### config.mk
export PLATFORM = sky130hd
export DESIGN_NAME = led_phase_monitor
export DESIGN_NICKNAME = d
export VERILOG_FILES = /design/src/rtl/led_phase_monitor.sv
export SDC_FILE = /design/constraint.sdc
export NUM_CORES = 1
export LEC_CHECK = 0
export BUFFER_PORTS_ARGS = -buffer_cell sky130_fd_sc_hd__buf_2
export CAP_MARGIN = 0
export CORE_ASPECT_RATIO = 0.75
export CORE_MARGIN = 2
export CORE_UTILIZATION = 60
export CTS_CLUSTER_DIAMETER = 200
export CTS_CLUSTER_SIZE = 28
export DETAILED_ROUTE_END_ITERATION = 8
export GPL_ROUTABILITY_DRIVEN = 0
export HOLD_SLACK_MARGIN = 0.03
export PLACE_DENSITY = 0.87
export SYNTH_ARGS = -nofsm -noshare
export SYNTH_HDL_FRONTEND = slang
export SYNTH_SLANG_ARGS = --single-unit
### constraint.sdc
create_clock -name clk -period 4.1 [get_ports clk]
set_input_delay 0.82 -clock clk [delete_from_list [all_inputs] [get_ports clk]]
set_output_delay 0.82 -clock clk [all_outputs]
set_load 0.03 [all_outputs]
### src/rtl/led_phase_monitor.sv
// Passive monitor for the RED->GREEN->BLUE->OFF LED sequence: checks order, overlap and dwell.
// Define LED_MON_SYNC_EN to put a 2-flop synchronizer on each LED line ahead of the sample stage.
module led_phase_monitor #(
  parameter int unsigned RED_CYCLES   = 100_000_000,
  parameter int unsigned GREEN_CYCLES = 50_000_000,
  parameter int unsigned BLUE_CYCLES  = 20_000_000,
  parameter int unsigned OFF_CYCLES   = 1,
  parameter int unsigned TOL_CYCLES   = 0
) (
  input  logic        clk,
  input  logic        rst_n,
  input  logic        red_led,
  input  logic        green_led,
  input  logic        blue_led,
  input  logic        err_clr,
  output logic        locked,
  output logic [1:0]  phase,
  output logic        phase_err,
  output logic [2:0]  err_code,
  output logic        err_flag,
  output logic [15:0] cycle_count
);

  typedef enum logic [2:0] {ST_UNSYNC, ST_RED, ST_GREEN, ST_BLUE, ST_OFF} state_t;

`ifdef LED_MON_SYNC_EN
  localparam int DEPTH = 3;
`else
  localparam int DEPTH = 1;
`endif

  // Last pipeline stage is the sample register; earlier stages (if any) are synchronizer flops.
  logic [2:0] led_pipe_reg [DEPTH];
  logic       vld_pipe_reg [DEPTH];
  logic [2:0] led_in;
  logic [2:0] samp;
  logic       samp_vld;

  state_t      state_reg, state_next, samp_state, succ_state;
  logic [31:0] dwell_reg, dwell_next;
  logic [32:0] exp_cur, dwell_hi, dwell_lo;
  logic        prev_nonred_reg;
  logic        locked_reg;
  logic [1:0]  phase_reg, phase_next;
  logic        phase_err_reg, err_next;
  logic [2:0]  err_code_reg, code_next;
  logic        err_flag_reg;
  logic [15:0] cycle_count_reg, count_next;

  assign led_in   = {blue_led, green_led, red_led};
  assign samp     = led_pipe_reg[DEPTH-1];
  assign samp_vld = vld_pipe_reg[DEPTH-1];

  always_ff @(posedge clk) begin
    if (!rst_n) begin
      for (int i = 0; i < DEPTH; i++) begin
        led_pipe_reg[i] <= '0;
        vld_pipe_reg[i] <= 1'b0;
      end
    end else begin
      led_pipe_reg[0] <= led_in;
      vld_pipe_reg[0] <= 1'b1;
      for (int i = 1; i < DEPTH; i++) begin
        led_pipe_reg[i] <= led_pipe_reg[i-1];
        vld_pipe_reg[i] <= vld_pipe_reg[i-1];
      end
    end
  end

  always_comb begin
    samp_state = ST_OFF;
    case (samp)
      3'b001:  samp_state = ST_RED;
      3'b010:  samp_state = ST_GREEN;
      3'b100:  samp_state = ST_BLUE;
      default: samp_state = ST_OFF;
    endcase
    succ_state = ST_RED;
    exp_cur    = 33'(OFF_CYCLES);
    case (state_reg)
      ST_RED:   begin succ_state = ST_GREEN; exp_cur = 33'(RED_CYCLES);   end
      ST_GREEN: begin succ_state = ST_BLUE;  exp_cur = 33'(GREEN_CYCLES); end
      ST_BLUE:  begin succ_state = ST_OFF;   exp_cur = 33'(BLUE_CYCLES);  end
      default:  begin succ_state = ST_RED;   exp_cur = 33'(OFF_CYCLES);   end
    endcase
    dwell_hi = exp_cur + 33'(TOL_CYCLES);
    dwell_lo = (exp_cur > 33'(TOL_CYCLES)) ? exp_cur - 33'(TOL_CYCLES) : 33'd0;
  end

  always_comb begin
    state_next = state_reg;
    dwell_next = dwell_reg;
    code_next  = 3'd0;
    count_next = cycle_count_reg;
    if (samp_vld) begin
      if (state_reg == ST_UNSYNC) begin
        // Only a fresh red edge is trusted, so a partial red after reset is never measured.
        if (samp == 3'b001 && prev_nonred_reg) begin
          state_next = ST_RED;
          dwell_next = 32'd1;
        end
      end else if ($countones(samp) > 1) begin
        code_next = 3'd1;
      end else if (samp_state == state_reg) begin
        if ({1'b0, dwell_reg} >= dwell_hi)
          code_next = 3'd4;
        else if (dwell_reg != '1)
          dwell_next = dwell_reg + 32'd1;
      end else if (samp_state == succ_state) begin
        if ({1'b0, dwell_reg} < dwell_lo) begin
          code_next = 3'd3;
        end else begin
          state_next = samp_state;
          dwell_next = 32'd1;
          if (state_reg == ST_OFF && cycle_count_reg != 16'hFFFF)
            count_next = cycle_count_reg + 16'd1;
        end
      end else begin
        code_next = 3'd2;
      end
    end
    err_next = (code_next != 3'd0);
    if (err_next) begin
      state_next = ST_UNSYNC;
      dwell_next = 32'd0;
    end
    case (state_next)
      ST_RED:   phase_next = 2'd1;
      ST_GREEN: phase_next = 2'd2;
      ST_BLUE:  phase_next = 2'd3;
      default:  phase_next = 2'd0;
    endcase
  end

  always_ff @(posedge clk) begin
    if (!rst_n) begin
      state_reg       <= ST_UNSYNC;
      dwell_reg       <= '0;
      prev_nonred_reg <= 1'b0;
      locked_reg      <= 1'b0;
      phase_reg       <= 2'd0;
      phase_err_reg   <= 1'b0;
      err_code_reg    <= 3'd0;
      err_flag_reg    <= 1'b0;
      cycle_count_reg <= '0;
    end else begin
      state_reg       <= state_next;
      dwell_reg       <= dwell_next;
      prev_nonred_reg <= samp_vld && !samp[0];
      locked_reg      <= (state_next != ST_UNSYNC);
      phase_reg       <= phase_next;
      phase_err_reg   <= err_next;
      cycle_count_reg <= count_next;
      // A new error outranks a simultaneous clear.
      if (err_next) begin
        err_code_reg <= code_next;
        err_flag_reg <= 1'b1;
      end else if (err_clr) begin
        err_code_reg <= 3'd0;
        err_flag_reg <= 1'b0;
      end
    end
  end

  assign locked      = locked_reg;
  assign phase       = phase_reg;
  assign phase_err   = phase_err_reg;
  assign err_code    = err_code_reg;
  assign err_flag    = err_flag_reg;
  assign cycle_count = cycle_count_reg;

endmodule
Word-level counts from Yosys, hierarchy flattened. Memories as Yosys holds them, arrays and structs flattened. Cells that the tools add are included.

Register bits: 60. Latch bits: 0. RAM bits: 4. Bits in read-only memories: 0. Bits of input ports: 6. Word-level logic and storage cells: 95. Memories: 2.

$add $sub $neg: 4. Multiply operators: 0. Divide/modulo/power cells: 0. $lt $le $gt $ge: 4. Equality and inequality tests: 19. Shift-type cells: 0. Multiplexer cells: 38. Bitwise gates (word level): 5. Reductions and logical operators: 14.

Memory list: led_pipe_reg (depth 1, bits a word 3, read ports 1, clocked after Yosys merged registers in 0, write ports 1, line 33) `logic [2:0] led_pipe_reg [DEPTH];`; vld_pipe_reg (depth 1, bits a word 1, read ports 1, clocked after Yosys merged registers in 0, write ports 1, line 34) `logic vld_pipe_reg [DEPTH];`.

Operators by type and width (number): 32-bit 2-to-1 mux (8); 27-bit one-hot mux with 3 select lines (1); 3-bit 2-to-1 mux (17); 32-bit by 33-bit greater-or-equal comparator with 1-bit output (1); 33-bit by 1-bit > comparator with 1-bit output, second input constant (1); 32-bit by 33-bit < comparator with 1-bit output (1); 33-bit 2-to-1 mux (1); 32-bit by 1-bit adder with 32-bit output, second input constant (1); 32-bit inequality test, second input constant (1); 3-bit one-hot mux with 3 select lines (2); 16-bit by 1-bit adder with 16-bit output, second input constant (1); 16-bit inequality test, second input constant (1); 3-bit by 2-bit equality test with 1-bit output, second input constant (5); 7-bit AND reduction (2); 3-bit by 1-bit equality test with 1-bit output, second input constant (3); 3-bit nonzero test (3); 1-bit 2-to-1 mux (7); 3-bit equality test (2); 3-bit equality test, second input constant (2); 3-bit inequality test, second input constant (2); 2-bit one-hot mux with 3 select lines (1); 1-bit inverter (5); 2-bit by 1-bit adder with 3-bit output (1); 3-bit by 1-bit > comparator with 1-bit output, second input constant (1); 12 further kinds (14).

Logic depth before layout (Yosys ltp).
Depth after elaboration: 15. Gate-level depth with buffers: 14. Depth with buffers taken out: 10.

Least setup slack after synthesis. Ideal clock, no wire load.

Path kind: register to register. Start point: register state_reg[0]. End point: register dwell_reg[29]. Library setup time: 0.079 ns. Data arrival time: 3.503 ns. Data required time: 4.021 ns. Slack: 0.517 ns. Stages on the path, launching flop included: 13. Path buffers: 3. Clock period less this slack: 3.583 ns. Path through: dfxtp_1 clkbuf_1 nand2b_1 or2_2 ha_1 nand4bb_1 nor4_1 o211a_1 buf_2 nor3_2 clkbuf_1 or4_1 a211oi_2.

Word-level cells in the longest chain between the ends: 13.

Ends and longest elaborated chain: start, declared (line 39) `state_t state_reg, state_next, samp_state, succ_state;`; start signal, assigned (line 147) `state_reg <= state_next;`; 3-bit by 2-bit equality test with 1-bit output or 3-bit by 1-bit equality test with 1-bit output (tied branches) (line 80) `case (state_reg)`; 27-bit one-hot mux with 3 select lines (line 80); 33-bit by 1-bit > comparator with 1-bit output (line 87) `dwell_lo = (exp_cur > 33'(TOL_CYCLES)) ? exp_cur - 33'(TOL_CYCLES) : 33'd0;`; 33-bit 2-to-1 mux (line 87); 32-bit by 33-bit < comparator with 1-bit output (line 110) `if ({1'b0, dwell_reg} < dwell_lo) begin`; 2-bit 2-to-1 mux (line 110); 3-bit 2-to-1 mux (line 109) `end else if (samp_state == succ_state) begin`; 3-bit 2-to-1 mux (line 104) `end else if (samp_state == state_reg) begin`; 3-bit 2-to-1 mux (line 102) `end else if ($countones(samp) > 1) begin`; 3-bit 2-to-1 mux (line 96) `if (state_reg == ST_UNSYNC) begin`; 3-bit 2-to-1 mux (line 95) `if (samp_vld) begin`; 3-bit nonzero test (line 122) `err_next = (code_next != 3'd0);`; 2-bit OR reduction (no source line); end signal, assigned (line 148) `dwell_reg <= dwell_next;`; end, declared (line 40) `logic [31:0] dwell_reg, dwell_next;`.

Parallel ways exist; a longest one is shown, timed or not. The select of a mux whose other input is x is not followed. A chain may end at the register's enable or synchronous reset.

Worst setup path in the final report.
Start point: register state_reg[1]. End point: register dwell_reg[29].

Same word-level chain as after synthesis.

==> impl_metrics.py <==
metrics = {
    "floorplanning": {
        "die_x_um": 105,
        "coreArea_mm2": 0.00736,
        "io_pins": 30,
        "initial_core_util": 0.622,
        "fp-row-count": 27,
        "die_area_mm2": 0.00835,
        "die_h_um": 79.7,
    },
    "synth": {
        "synthArstFlopShare": 0,
        "ys.flop_type": "dfxtp_1",
        "muxShareOfSynthArea": 0.0126,
        "synth_area_leaders": "dfxtp_1 28%, ha_1 11%, or4_1 4.3%",
        "syn_inst": 534,
        "syn_area_per_cell_um2": 8.58,
        "synth_top_family_by_area": "simple AND/OR/NAND/NOR gates",
        "synth-compound-area-share": 0.244,
        "synth-simple-area-share": 0.289,
        "yosysTopAreaCell": "dfxtp_1",
        "synth_fa_ha_area_frac": 0.109,
        "syn_nets": 579,
        "ys_seq_area_frac": 0.280,
        "yosysWarningCount": 0,
        "syn-cell-area_mm2": 0.00458,
        "synth_edf_count": 0,
        "ys_seq_elements": 64,
        "yosys.area.top_type_share": 0.280,
        "synth_xor_area_frac": 0.00956,
        "ys_types": 71,
    },
    "grt": {
        "grt_max_degree": 39,
        "grt_pass1_wl_mm": 20.2,
        "first_global_vias": 4160,
        "grt_antenna_before_repair": 0,
        "grt_overflow": 0,
        "gr-usage-all-layers": 0.296,
    },
    "layout": {
        "fin_nets": 597,
        "drive_above_1_share": 0.172,
        "final_cell_area_mm2": 0.00504,
        "multiInputGateArea_mm2": 0.00306,
        "largest_reg_flops": 32,
        "regArea_mm2": 0.00128,
        "syn2layout_area_growth_pct": 10.2,
        "num_antenna_cells": 0,
        "fillCellCount": 581,
    },
    "power": {
        "vdd_drop_max_mv": 0.199,
        "power_density_mw_per_mm2": 275,
        "p_leak_nw": 1.81,
        "p_total_w": 0.00139,
    },
    "clock_tree": {
        "cts_made_buffers": 9,
        "clkSinkCount": 64,
        "cts_hold_buf": 0,
        "cts_root_buffer": "clkbuf_8",
        "clk_latency_ps": 360,
        "cts_tree": "done",
        "h-tree-depth": 3,
        "clock_path_buffers": 2,
        "cts_setup_buffers": 0,
        "ctsResizeCount": 0,
        "clkTransAtPathRegs_ps": 80,
    },
    "outcome": {
        "outcome": "finished clean",
    },
    "critical_path": {
        "reg2reg_from": "state_reg[1]",
        "crit_slowest_cell": "or4_1",
        "path_cells": "nor3b_1 -> inv_1 -> ha_1 -> nand4bb_1 -> nor2_1 -> and2_1 -> o21a_2 -> nor3_4 -> buf_4 -> or4_1 -> a211oi_2",
        "rrSetupSlack_ps": 330,
        "reg2regPathDepth": 11,
        "startpoint": "state_reg[1]",
        "endpoint_kind": "register",
        "worstSetupStartpointType": "register",
        "reg2reg_to": "dwell_reg[29]",
        "max_stage_delay_ps": 560,
        "arrival_ps": 4050,
        "cp_max_fo": 38,
        "criticalPathCategory": "reg2reg",
        "required_ps": 4380,
    },
    "routing": {
        "wirelength_mm": 12.0,
        "viasPerCell": 6.89,
        "postRouteAntennaNets": 0,
        "wire_per_inst_um": 18.3,
        "drt_iter0_markers": 362,
        "drc": 0,
        "num_vias": 4532,
        "firstDrtPassIters": 5,
    },
    "worst_hold_path": {
        "holdCritStartpoint": "dwell_reg[31]",
        "hp-class": "reg2reg",
        "min_to": "dwell_reg[31]",
        "hold_depth": 2,
    },
    "timing": {
        "relSlewSlack": 0.540,
        "worst_clock_skew_ps": 13.0,
        "min_period_over_period": 0.919,
        "whs_ps": 477,
        "rsz0062_at_grt": "no",
        "final-setup-viol-count": 0,
        "post-route-min-period_ps": 3770,
        "tightest_slew_ps": 689,
        "tns_ps": 0,
        "slew_viol_final": 0,
        "clock.fmax_mhz": 265,
        "hold_viol": 0,
    },
    "place": {
        "portBuffers": 29,
        "place_area_mm2": 0.00478,
        "dp_hpwl_mm": 8.52,
    },
    "job": {
        "max-cap-violations": 0,
    },
}
[stage by stage]
| step | setup WS [ps] | utilization | cells |
|---|---|---|---|
| 3_5_place_dp | 353 | 0.650 | 642 |
| 4_1_cts | 270 | 0.683 | 658 |
| 5_1_grt | 82.5 | 0.685 | 658 |
| 2_1_floorplan | 517 | - | 534 |
| 3_3_place_gp | 488 | 0.650 | 642 |
| 6_report | 331 | 0.685 | 658 |
[routing by layer]
| layer | global-route usage | share of wire | vias up |
|---|---|---|---|
| li1 | - | - | 2128 |
| met1 | 0.404 | 0.45 | 2161 |
| met2 | 0.451 | 0.44 | 220 |
| met3 | 0.0865 | 0.097 | 23 |
| met4 | 0.0893 | 0.016 | 0 |
| met5 | 0 | 0 | - |
[final cells by class]
class / instances / area share
Clock buffer: 9 / 0.0246
Clock inverter: 7 / 0.0248
Sequential cell: 64 / 0.254
Multi-Input combinational cell: 413 / 0.607
Tap cell: 101 / 0.0250
Timing Repair Buffer: 42 / 0.0481
Inverter: 22 / 0.0164
[worst max-delay path by stage]
stage | to
after floorplan | dwell_reg[29]
after global placement | cycle_count[13]
after detailed placement | cycle_count[15]
after CTS | dwell_reg[8]
after global routing | dwell_reg[6]
final | dwell_reg[29]
[cells in the mapped netlist, drive strengths merged, types with 3 or more instances]
cell type,count
and2,9
clkbuf,15
xnor2,3
nor4,4
nor4bb,3
o21a,6
nor3b,3
inv,22
mux2,3
nand3,25
or4,26
nor3,14
o21bai,3
nand2b,5
a21oi,29
nand4b,6
a211oi,34
buf,20
or3,19
o21ai,20
o2111ai,4
nor2,27
nand2,26
ha,39
and3,6
o31ai,24
or2,3
dfxtp,64
o41ai,3
and4,3
o211ai,3
nand4,25
a31oi,3
[layout by cell type, fill, tap and decap left out, drive strengths merged, types with 19 or more instances in the layout]
master  count
ha         39
or4        26
dfxtp      64
nor2       27
nand2      26
nand4      25
nand3      25
or3        19
a211oi     34
a21oi      29
buf        42
inv        25
o21ai      20
o31ai      24
[worst max-delay path, delay by kind of cell (launching register included)]
family	cells	cell delay, ps
AOI/OAI and AO/OA	2	550
buffers and inverters	2	490
and+or+nand+nor	6	1800
adders and majority gates	1	340
DFF	1	490
[report_power, final]
part	total, W	internal [W]	switching (W)
combinational	0.0000664	0.0000228	0.0000437
sequential	0.000632	0.000624	0.00000705
clock	0.000692	0.000411	0.000281
total	0.00139	0.00106	0.000331
[cells by family (layout without fill, tap and decap cells)]
family                   Yosys count  in the layout
XOR/XNOR                           5              5
multiplexers                       5              5
flip-flops                        64             64
buffers and inverters             57             80
AO/OA/AOI/OAI                    150            150
AND/OR/NAND/NOR                  213            213
adder cells (fa/ha/maj)           40             40
Power figures use the tool's default switching activity.
